`config.mk`:
```
export PLATFORM = sky130hd
export DESIGN_NAME = intr_sched
export DESIGN_NICKNAME = d
export VERILOG_FILES = /design/src/rtl/intr_sched.sv
export SDC_FILE = /design/constraint.sdc
export NUM_CORES = 1
export LEC_CHECK = 0
export CORE_AREA = 2 2 64 96
export DETAILED_ROUTE_END_ITERATION = 10
export DIE_AREA = 0 0 66 98
export PLACE_DENSITY = 0.79
export RECOVER_POWER = 50
export SETUP_SLACK_MARGIN = 0.3
export SLEW_MARGIN = 40
export SYNTH_ARGS = -nofsm -noshare
export SYNTH_HDL_FRONTEND = slang
export SYNTH_SLANG_ARGS = --single-unit
```
`constraint.sdc`:
```
create_clock -name clk -period 4.94 [get_ports clk]
set_input_delay 0.988 -clock clk [delete_from_list [all_inputs] [get_ports clk]]
set_output_delay 0.988 -clock clk [all_outputs]
set_load 0.01 [all_outputs]
```
`src/rtl/intr_sched.sv`:
```
// intr_sched: collects rising edges from N_SRC DAQ event sources into saturating
// per-source pending counters, grants them round-robin and emits one interrupt
// pulse per grant with a latched assertion delay, pulse width and holdoff.
module intr_sched #(
  parameter int N_SRC = 3,
  parameter int DLY_W = 8,
  parameter int PW_W  = 8,
  parameter int CNT_W = 4,
  localparam int ID_W = (N_SRC > 1) ? $clog2(N_SRC) : 1
) (
  input  logic             clk,
  input  logic             rst,
  input  logic [N_SRC-1:0] src,
  input  logic [DLY_W-1:0] cfg_delay,
  input  logic [PW_W-1:0]  cfg_width,
  input  logic [DLY_W-1:0] cfg_holdoff,
  input  logic             clr_ovf,
  output logic             intr_out,
  output logic [ID_W-1:0]  intr_id,
  output logic             busy,
  output logic [N_SRC-1:0] ovf
);

  // One shared down-counter serves delay, width and holdoff phases.
  localparam int TMR_W = (DLY_W > PW_W) ? DLY_W : PW_W;

  typedef enum logic [1:0] {
    S_IDLE,
    S_DELAY,
    S_ASSERT,
    S_HOLDOFF
  } state_t;

  state_t             r_state;
  logic [N_SRC-1:0]   r_src_d;
  logic [CNT_W-1:0]   r_cnt [N_SRC];
  logic [N_SRC-1:0]   r_ovf;
  logic [ID_W-1:0]    r_last;
  logic [ID_W-1:0]    r_id;
  logic [TMR_W-1:0]   r_tmr;
  logic [PW_W-1:0]    r_width;
  logic [DLY_W-1:0]   r_hold;
  logic               r_intr;

  logic [N_SRC-1:0]   w_evt;
  logic [N_SRC-1:0]   w_dec;
  logic [N_SRC-1:0]   w_ovf_set;
  logic               w_any;
  logic [ID_W-1:0]    w_gnt_idx;
  logic [ID_W-1:0]    w_rr_idx;
  logic               w_grant;
  logic [PW_W-1:0]    w_width_eff;

  assign w_evt       = src & ~r_src_d;
  assign w_grant     = (r_state == S_IDLE) && w_any;
  assign w_width_eff = (cfg_width == '0) ? PW_W'(1) : cfg_width;

  assign intr_out = r_intr;
  assign intr_id  = r_id;
  assign busy     = (r_state != S_IDLE);
  assign ovf      = r_ovf;

  // Previous-cycle copy of the source levels for rising-edge detection.
  always_ff @(posedge clk or posedge rst) begin
    if (rst) begin
      r_src_d <= '0;
    end else begin
      r_src_d <= src;
    end
  end

  // Round-robin search starting one past the last granted source.
  always_comb begin
    w_any     = 1'b0;
    w_gnt_idx = '0;
    w_rr_idx  = '0;
    for (int unsigned off = 1; off <= N_SRC; off++) begin
      w_rr_idx = ID_W'((32'(r_last) + off) % N_SRC);
      if (!w_any && (r_cnt[w_rr_idx] != '0)) begin
        w_any     = 1'b1;
        w_gnt_idx = w_rr_idx;
      end
    end
  end

  // Per-source decrement request and saturation detect.
  always_comb begin
    w_dec = '0;
    if (w_grant) begin
      w_dec[w_gnt_idx] = 1'b1;
    end
    w_ovf_set = '0;
    for (int unsigned i = 0; i < N_SRC; i++) begin
      w_ovf_set[i] = w_evt[i] & ~w_dec[i] & (r_cnt[i] == '1);
    end
  end

  // Saturating pending counters; a same-cycle event and grant cancel out.
  always_ff @(posedge clk or posedge rst) begin
    if (rst) begin
      for (int unsigned i = 0; i < N_SRC; i++) begin
        r_cnt[i] <= '0;
      end
    end else begin
      for (int unsigned i = 0; i < N_SRC; i++) begin
        if (w_evt[i] && !w_dec[i]) begin
          if (r_cnt[i] != '1) begin
            r_cnt[i] <= r_cnt[i] + 1'b1;
          end
        end else if (!w_evt[i] && w_dec[i]) begin
          r_cnt[i] <= r_cnt[i] - 1'b1;
        end
      end
    end
  end

  // Sticky overflow flags; a new overflow outranks a simultaneous clear.
  always_ff @(posedge clk or posedge rst) begin
    if (rst) begin
      r_ovf <= '0;
    end else begin
      r_ovf <= (r_ovf & ~{N_SRC{clr_ovf}}) | w_ovf_set;
    end
  end

  // Pulse sequencer: grant, delay, assert, holdoff, with configuration latched at grant.
  always_ff @(posedge clk or posedge rst) begin
    if (rst) begin
      r_state <= S_IDLE;
      r_last  <= ID_W'(N_SRC - 1);
      r_id    <= '0;
      r_tmr   <= '0;
      r_width <= '0;
      r_hold  <= '0;
      r_intr  <= 1'b0;
    end else begin
      case (r_state)
        S_IDLE: begin
          if (w_grant) begin
            r_id    <= w_gnt_idx;
            r_last  <= w_gnt_idx;
            r_width <= w_width_eff;
            r_hold  <= cfg_holdoff;
            if (cfg_delay != '0) begin
              r_tmr   <= TMR_W'(cfg_delay);
              r_state <= S_DELAY;
            end else begin
              // Zero delay: the pulse starts on the grant edge itself.
              r_tmr   <= TMR_W'(w_width_eff);
              r_intr  <= 1'b1;
              r_state <= S_ASSERT;
            end
          end
        end
        S_DELAY: begin
          if (r_tmr == TMR_W'(1)) begin
            r_tmr   <= TMR_W'(r_width);
            r_intr  <= 1'b1;
            r_state <= S_ASSERT;
          end else begin
            r_tmr <= r_tmr - 1'b1;
          end
        end
        S_ASSERT: begin
          if (r_tmr == TMR_W'(1)) begin
            r_intr <= 1'b0;
            if (r_hold != '0) begin
              r_tmr   <= TMR_W'(r_hold);
              r_state <= S_HOLDOFF;
            end else begin
              r_tmr   <= '0;
              r_state <= S_IDLE;
            end
          end else begin
            r_tmr <= r_tmr - 1'b1;
          end
        end
        S_HOLDOFF: begin
          if (r_tmr == TMR_W'(1)) begin
            r_tmr   <= '0;
            r_state <= S_IDLE;
          end else begin
            r_tmr <= r_tmr - 1'b1;
          end
        end
        default: begin
          r_state <= S_IDLE;
          r_intr  <= 1'b0;
        end
      endcase
    end
  end

endmodule

```
After elaboration in Yosys (flattened, before gate mapping). Cells that the tools add are included.

Add/sub/neg operators: 10. Multipliers: 0. Div/mod/pow operators: 3. $lt $le $gt $ge: 5. Equality and inequality tests: 18. Shift-type cells: 0. Muxes and demuxes: 47. Bitwise gates (word level): 17. Reduce and logical (&&, ||, !) cells: 36.

Operator list (number): modulo 32 x 2 -> 32 bit (second input constant) (3); two-way mux 4 bit (15); two-way mux 8 bit (7); one-hot mux 8 bit (4 select lines) (1); binary-select mux 4 bit (select 2 bit) (3); two-way mux 2 bit (9); nonzero test 8 bit (2); adder 4 x 1 -> 4 bit (second input constant) (3); equality test 4 bit (second input constant) (3); != test 4 bit (second input constant) (3); nonzero test 4 bit (3); subtractor 4 x 1 -> 4 bit (second input constant) (3); logical AND 1 bit (10); != test 2 bit (second input constant) (5); >= comparator 3 bit (second input constant) (3); inverter 2 -> 3 bit (3); equality test 8 x 1 -> 1 bit (second input constant) (1); logical NOT 1 bit (8); logical NOT 8 bit (1); two-way mux 1 bit (8); one-hot mux 2 bit (4 select lines) (1); AND reduction 2 bit (4); nonzero test 2 bit (4); subtractor 8 x 1 -> 8 bit (second input constant) (1); 19 further kinds (32).

Register bits: 49. Latch bits: 0. Bits in writable memories: 0. ROM bits: 0. Input port bits: 30. Output and inout bits: 7. Word-level logic and storage cells: 148. Memories kept: 0.

Longest topological paths before layout. Gate-level depths: netlist (run 1).

Depth in word-level cells: 23. Depth in mapped cells: 17. Depth with buffers taken out: 15.

Worst setup path before layout (run 1). Ideal clock, no wire load.

Path type: flip-flop to flip-flop. From: reg r_last[1]. To: reg r_cnt[3] in the netlist's numbering. Setup time: 0.140 ns. Arrival time: 3.414 ns. Required time: 4.800 ns. Slack: 1.386 ns. Cell stages (with the launch flop): 15. Buffers on the path: 2. Period minus slack after synthesis: 3.554 ns. Cells stage by stage: dfstp_2 > ha_1 > clkbuf_2 > nand2b_1 > o31ai_4 > o31ai_1 > and2_1 > clkbuf_1 > nand2b_1 > ha_1 > a21o_1 > a21oi_1 > nor2_1 > a2111oi_0 > a22oi_1.

Word-level cells in the longest chain between the ends: 23. Elaborated cells between the ends (all ways): 45. Those cells by class: add/sub (3); div (3); order compare (2); eq/ne (1); mux (19); bitwise (3); reduce/logical (14).

RTL lines: start, declared (RTL line 38) `logic [ID_W-1:0] r_last;`; start signal, assigned (RTL line 130) `r_last <= ID_W'(N_SRC - 1);`; start signal, assigned (RTL line 141) `r_last <= w_gnt_idx;`; adder 2 x 1 -> 3 bit (RTL line 78) `w_rr_idx = ID_W'((32'(r_last) + off) % N_SRC);`; modulo 32 x 2 -> 32 bit (RTL line 78); inverter 2 -> 3 bit (not written as such) (RTL line 79) `if (!w_any && (r_cnt[w_rr_idx] != '0)) begin`; binary-select mux 4 bit (select 2 bit) (RTL line 79); two-way mux 4 bit (not written as such) (2 in a row) (RTL line 79); nonzero test 4 bit (RTL line 79); two-way mux 1 bit (RTL line 79); logical NOT 1 bit (RTL line 79); [... 6 more ...]; logical AND 1 bit (not written as such) (RTL line 90) `w_dec[w_gnt_idx] = 1'b1;`; two-way mux 1 bit (not written as such) (RTL line 90); demux 1 bit (select 2 bit) (RTL line 90); two-way mux 3 bit (*) (RTL line 89) `if (w_grant) begin`; logical NOT 1 bit (RTL line 106) `if (w_evt[i] && !w_dec[i]) begin`; logical AND 1 bit (RTL line 106); != test 2 x 1 -> 1 bit (no line) / nonzero test 2 bit (equally long branches); AND reduction 2 bit (no line); end signal, assigned by index (RTL line 108) `r_cnt[i] <= r_cnt[i] + 1'b1;`; end signal, assigned by index (RTL line 111) `r_cnt[i] <= r_cnt[i] - 1'b1;`; end, declared (RTL line 36) `logic [CNT_W-1:0] r_cnt [N_SRC];`.

Mark *: on every way between the ends. The rest lies on a longest branch, timed or not. The select of a mux whose other input is x is not followed. A chain may end at the register's enable or synchronous reset.

Final worst setup path (run 1).
From: reg r_last[0]. To: reg r_cnt[3] in the netlist's numbering.

Same word-level chain as after synthesis.

==> metrics.csv, run 1 <==
metric;value;unit
status;finished, violations left;
failing checks;max-capacitance violations, max-slew violations;
Clock Tree Buf Depth;2;
clock root buffer;clkbuf_8;
placed insts;447;
Unique masters post-synth;61;
Final min period;4.14;ns
Die Span X;66;microns
Detailed Route WL;7290;microns
Final nets;427;
Leak;1.42;nW
Slew Limit Fails;49;
Post-Syn Nets;398;
Starting Density;0.542;
worst hold path type;reg -> reg;
DR vias;2739;
main flop type after synthesis;dfrtp_1;
endpoints failing setup;0;
Async SR Flop Fraction;1.00;
slack of the critical path;0.795;ns
register bit total from synthesis;48;
Worst Setup Path Type;reg -> reg;
Tot Pwr;0.00100;W
CTS Sinks;48;
DRT antenna net count;0;
Max-slew headroom;-0.419;
dpl ws;0.896;ns
clock skew;0.0125;ns
CTS tree;built;
post-route clock period utilization;0.839;
1st-iter DRT viols;250;
number of max-cap violations;1;
Critical Path Start;r_last[0]$_DFFE_PP0P_;
vias in the first global route;2776;
n_diodes;0;
CP required;5.09;ns
die height;98;microns
core box area;5700;sq um
Fill cells;522;
first-pass GRT wire length;12500;microns
Top-Level Pins;37;
HPWL Detailed;5560;microns
Max Fclk;241;MHz
largest net degree at the start of global routing;49;
post-route setup TNS;0;ns
register area share after synthesis;0.389;
GRT Residual Overflow;0;
RSZ-0062 raised after global routing;no;
1st-pass router iterations;5;
Buffers on Ports;36;
Total Routing Usage GR;0.243;
CP Launch Type;register;
reg2reg start;r_last[0]$_DFFE_PP0P_;
DR WL/cell;16.1;microns
antenna violations before repair;0;
final std cells w/o fill;454;
Pwr Density;281;nW/um^2
synthesized area per cell;8.75;sq um
Max VDD drop;0.290;mV
Mapped Area;3090;sq um
Clock Latency Late Sink;0.30;ns
H-tree depth;2;
post_cts resized;0;
total die area;6470;sq um
hold-fix buffers at CTS;0;
EDFF count, synth;0;
Synth Warn #;0;
CP Max Fanout;9;
Inserted Clock Buffers;5;
clock-pin slew on the worst setup and hold paths;0.08;ns
Rows;34;
vias per cell;6.03;
Area Growth Syn to Fin;15.1;%
critical path data arrival time;4.29;ns
hold_sp;r_width[4]$_DFFE_PP0P_;
CP endpoint kind;register;
slew of the pin with the lowest slew margin;2.12;ns
DR DRC count;0;
final hold vios;0;
Setup Buffers After CTS;0;
fraction of layout instances using a drive strength above 1;0.0654;
Final GP Congestion;0.941;
Syn Inst Count;353;
## Yosys cell counts (6+ instances only)
library cell | instances | area share
nor3b_1 | 6 | 0.015
a21oi_1 | 23 | 0.037
nor3_1 | 9 | 0.015
ha_1 | 12 | 0.049
buf_2 | 6 | 0.0097
o22a_1 | 6 | 0.017
inv_1 | 13 | 0.016
a22oi_1 | 6 | 0.015
nand2_1 | 73 | 0.089
dfrtp_1 | 47 | 0.38
mux2i_1 | 7 | 0.023
nor2b_1 | 9 | 0.018
nand3_1 | 6 | 0.0097
nor2_1 | 20 | 0.024
nand2b_1 | 6 | 0.012
nor4_1 | 8 | 0.016
o21ai_0 | 11 | 0.018
## logic make-up (layout without fill, tap and decap cells)
family	count (synthesis)	in the layout	synth area share
AOI/OAI and AO/OA	87	87	0.194
xor gates and xnor gates	8	8	0.0227
adders and majority gates	15	15	0.0680
buffers and inverters	28	57	0.0405
DFF	48	48	0.389
muxes	12	12	0.0409
and+or+nand+nor	155	155	0.245
## routing by layer
layer	vias up	GRT usage	wire length, microns
met3	17	0.0311	268
li1	1324	-	-
met4	0	0.0942	205
met5	-	0	0
met2	77	0.454	4030
met1	1321	0.272	2790
## state kept, by name, summed over array words and instances, names as in the netlist
| signal | cells |
|---|---|
| r_cnt | 12 |
| r_hold | 8 |
| r_tmr | 8 |
| r_width | 8 |
| ovf | 3 |
| r_src_d | 3 |
| r_last | 2 |
| r_state | 2 |
| intr_id | 1 |
| intr_out | 1 |
## layout by cell type, fill, tap and decap left out, types with 6 or more instances in the layout
cell             instances
nand2_1                 73
dfrtp_1                 47
clkdlybuf4s50_1         32
a21oi_1                 23
nor2_1                  20
inv_1                   12
ha_1                    12
o21ai_0                 11
nor2b_1                  9
nor3_1                   9
nor4_1                   7
mux2i_1                  7
nor3b_1                  6
nand2b_1                 6
nand3_1                  6
a22oi_1                  6
o22a_1                   6
## worst max-delay path: stages, from the launching register on
cell,delay (ns)
dfrtp_1,0.43
inv_1,0.08
ha_1,0.44
nand2b_1,0.20
o31ai_4,0.11
o31ai_1,0.57
and2_1,0.35
nand2b_1,0.23
ha_1,0.26
a21o_1,0.18
a21oi_1,0.36
nor2_1,0.12
a2111oi_0,0.47
a22oi_1,0.19
## worst paths after layout
check                                    endpoint  cells past startpoint  slack (ns)
setup / recovery             r_cnt[3]$_DFFE_PP0P_                     13        0.80
hold / removal             r_width[4]$_DFFE_PP0P_                      2        0.49
setup reg to reg             r_cnt[3]$_DFFE_PP0P_                     13        0.80
hold reg to reg            r_width[4]$_DFFE_PP0P_                      2        0.49
max in group asynchronous    r_cnt[9]$_DFFE_PP0P_                      2        2.28
min in group asynchronous   r_hold[2]$_DFFE_PP0P_                      2        1.69
## metrics by stage
stage | hold WS [ns] | cell area [sq um] | util
2_1_floorplan | 0.446 | 3090 | -
3_3_place_gp | 0.465 | 3470 | 0.609
3_5_place_dp | 0.470 | 3470 | 0.610
4_1_cts | 0.487 | 3550 | 0.623
5_1_grt | 0.495 | 3560 | 0.624
6_report | 0.491 | 3560 | 0.624
## cell type report
class                   instances  area (sq um)  share of cell area
multi-input cells             277          1770               0.497
flip-flops and latches         48          1200               0.338
repair buffers                 37           368               0.103
well taps                      72          90.1              0.0253
clock buffers                   6          72.6              0.0204
inverters                      13          50.0              0.0141
clock inverters                 1          5.00             0.00141
## report_power, final
group          switching [W]  internal (W)  total, W
combinational       0.000127      0.000142  0.000269
clock               0.000126     0.0000966  0.000223
sequential         0.0000680      0.000441  0.000509
(Power assumes the default switching activity.)
==> run 2, diff against run 1 <==
CORE_AREA = 2 2 67 101   (was 2 2 64 96)
DIE_AREA = 0 0 69 103   (was 0 0 66 98)
PLACE_DENSITY = 0.75   (was 0.79)
clock period = 3.4 ns   (was 4.94 ns; I/O delays follow)
==> run 2 against run 1 <==
  * The flow now finishes without violations
  * Clock skew decreased by 0.0018 ns
  * Total power grew 70%
  * Sequential share of layout area shrank 3.6 points
  * Final area grew 12%
  * Combinational power grew 110%
  * Sequential power increased by 40%
  * Die area increased by 9.9%
  * Sequential cell count is the same
  * Worst setup slack worse by 0.49 ns
  * Critical path type unchanged
  * Largest power group unchanged
  * Highest routed layer unchanged
==> metrics.csv, run 2 (same netlist as run 1, synthesis figures left out) <==
metric;value;unit
Area Growth Syn to Fin;28.9;%
CP Launch Type;register;
post-route clock period utilization;0.911;
Clock Latency Late Sink;0.30;ns
fraction of layout instances using a drive strength above 1;0.199;
Final nets;456;
DR vias;2837;
GRT Residual Overflow;0;
status;finished clean;
CP endpoint kind;register;
Worst Setup Path Type;reg -> reg;
1st-iter DRT viols;143;
antenna violations before repair;0;
Total Routing Usage GR;0.230;
Starting Density;0.490;
number of max-cap violations;0;
core box area;6310;sq um
RSZ-0062 raised after global routing;yes;
vias per cell;5.81;
post-route setup TNS;0;ns
first-pass GRT wire length;13100;microns
max reg flops;12;
Clock Tree Buf Depth;2;
CP required;3.57;ns
slew of the pin with the lowest slew margin;0.834;ns
Tot Pwr;0.00170;W
final std cells w/o fill;488;
die height;103;microns
Max Fclk;323;MHz
CTS tree;built;
CP Max Fanout;6;
Buffers on Ports;36;
Slew Limit Fails;0;
total die area;7110;sq um
DR DRC count;0;
HPWL Detailed;5930;microns
Rows;36;
largest net degree at the start of global routing;34;
Top-Level Pins;37;
most frequent cells in the layout;nand2_1 (73), dfrtp_1 (45), clkdlybuf4s50_1 (32);
DRT antenna net count;0;
H-tree depth;2;
placed insts;465;
clock skew;0.0107;ns
1st-pass router iterations;4;
CTS Sinks;48;
Final min period;3.10;ns
commonest non-fill, non-tap cell in the layout;nand2_1;
most flop-heavy register;r_cnt;
Max VDD drop;0.341;mV
Final GP Congestion;0.919;
Die Span X;69;microns
final design utilization;0.632;
final hold vios;0;
vias in the first global route;2868;
clock-pin slew on the worst setup and hold paths;0.09;ns
Pwr Density;427;nW/um^2
clock root buffer;clkbuf_8;
critical path data arrival time;3.27;ns
endpoints failing setup;0;
Inserted Clock Buffers;5;
DR WL/cell;16.2;microns
Detailed Route WL;7920;microns
n_diodes;0;
worst hold path type;reg -> reg;
Max-slew headroom;0.444;
Leak;1.61;nW
run 2: final timing paths:
path                                              from                     end  slack [ns]  cells past startpoint
worst max-delay path              r_cnt[2]$_DFFE_PP0P_    r_cnt[3]$_DFFE_PP0P_        0.30                     11
worst min-delay path            r_width[4]$_DFFE_PP0P_  r_width[4]$_DFFE_PP0P_        0.49                      2
worst max register to register    r_cnt[2]$_DFFE_PP0P_    r_cnt[3]$_DFFE_PP0P_        0.30                     11
worst min register to register  r_width[4]$_DFFE_PP0P_  r_width[4]$_DFFE_PP0P_        0.49                      2
max in group asynchronous                          rst   r_last[0]$_DFFE_PP0P_        1.25                      3
min in group asynchronous                          rst  r_width[5]$_DFFE_PP0P_        0.88                      2
run 2: cell type report:
type / count / area [sq um]
Clock buffer: 5 / 68.8
Clock inverter: 3 / 42.5
Fill cell: 536 / 2320
Inverter: 13 / 48.8
Multi-Input combinational cell: 277 / 1930
Sequential cell: 48 / 1200
Tap cell: 76 / 95.1
Timing Repair Buffer: 66 / 596
run 2: timing repair:
| item | CTS | global route |
|---|---|---|
| setup endpoints to repair | 3 | 3 |
| hold buffers | 0 | 0 |
| setup buffers | 8 | 7 |
| pin swaps | 9 | 12 |
| gates cloned | 0 | 0 |
| hold endpoints to repair | 0 | 0 |
| gates resized for setup | 14 | 12 |
run 2: stage by stage:
step / setup WS (ns) / hold WS [ns] / instance area, sq um
after floorplan: 0.193 / 0.446 / 3170
after global placement: 0.192 / 0.463 / 3640
after detailed placement: 0.0782 / 0.471 / 3640
after CTS: 0.300 / 0.492 / 3880
after global routing: 0.171 / 0.519 / 3990
final: 0.303 / 0.489 / 3990
run 2: critical path: stages, from the launching register on:
cell,delay (ns)
dfrtp_1,0.44
or4_4,0.54
o31ai_4,0.39
o31ai_4,0.15
and2_4,0.16
nand2b_4,0.16
ha_4,0.22
a21o_1,0.18
a21oi_4,0.20
nor2_2,0.08
a2111oi_2,0.31
a22oi_1,0.13
run 2: metal layers:
| layer | wire (microns) | vias to the layer above | global-route usage | share of wire |
|---|---|---|---|---|
| met3 | 271 | 21 | 0.0401 | 0.034 |
| met1 | 2970 | 1372 | 0.239 | 0.37 |
| li1 | - | 1377 | - | - |
| met2 | 4440 | 67 | 0.445 | 0.56 |
| met4 | 233 | 0 | 0.110 | 0.029 |
| met5 | 0 | - | 0 | 0 |
run 2: where the power goes:
| part | total [W] | switching (W) | leakage [nW] | internal, W |
|---|---|---|---|---|
| clock network | 0.000415 | 0.000197 | 0.0541 | 0.000218 |
| logic | 0.000573 | 0.000265 | 1.04 | 0.000308 |
| registers | 0.000713 | 0.0000712 | 0.512 | 0.000641 |
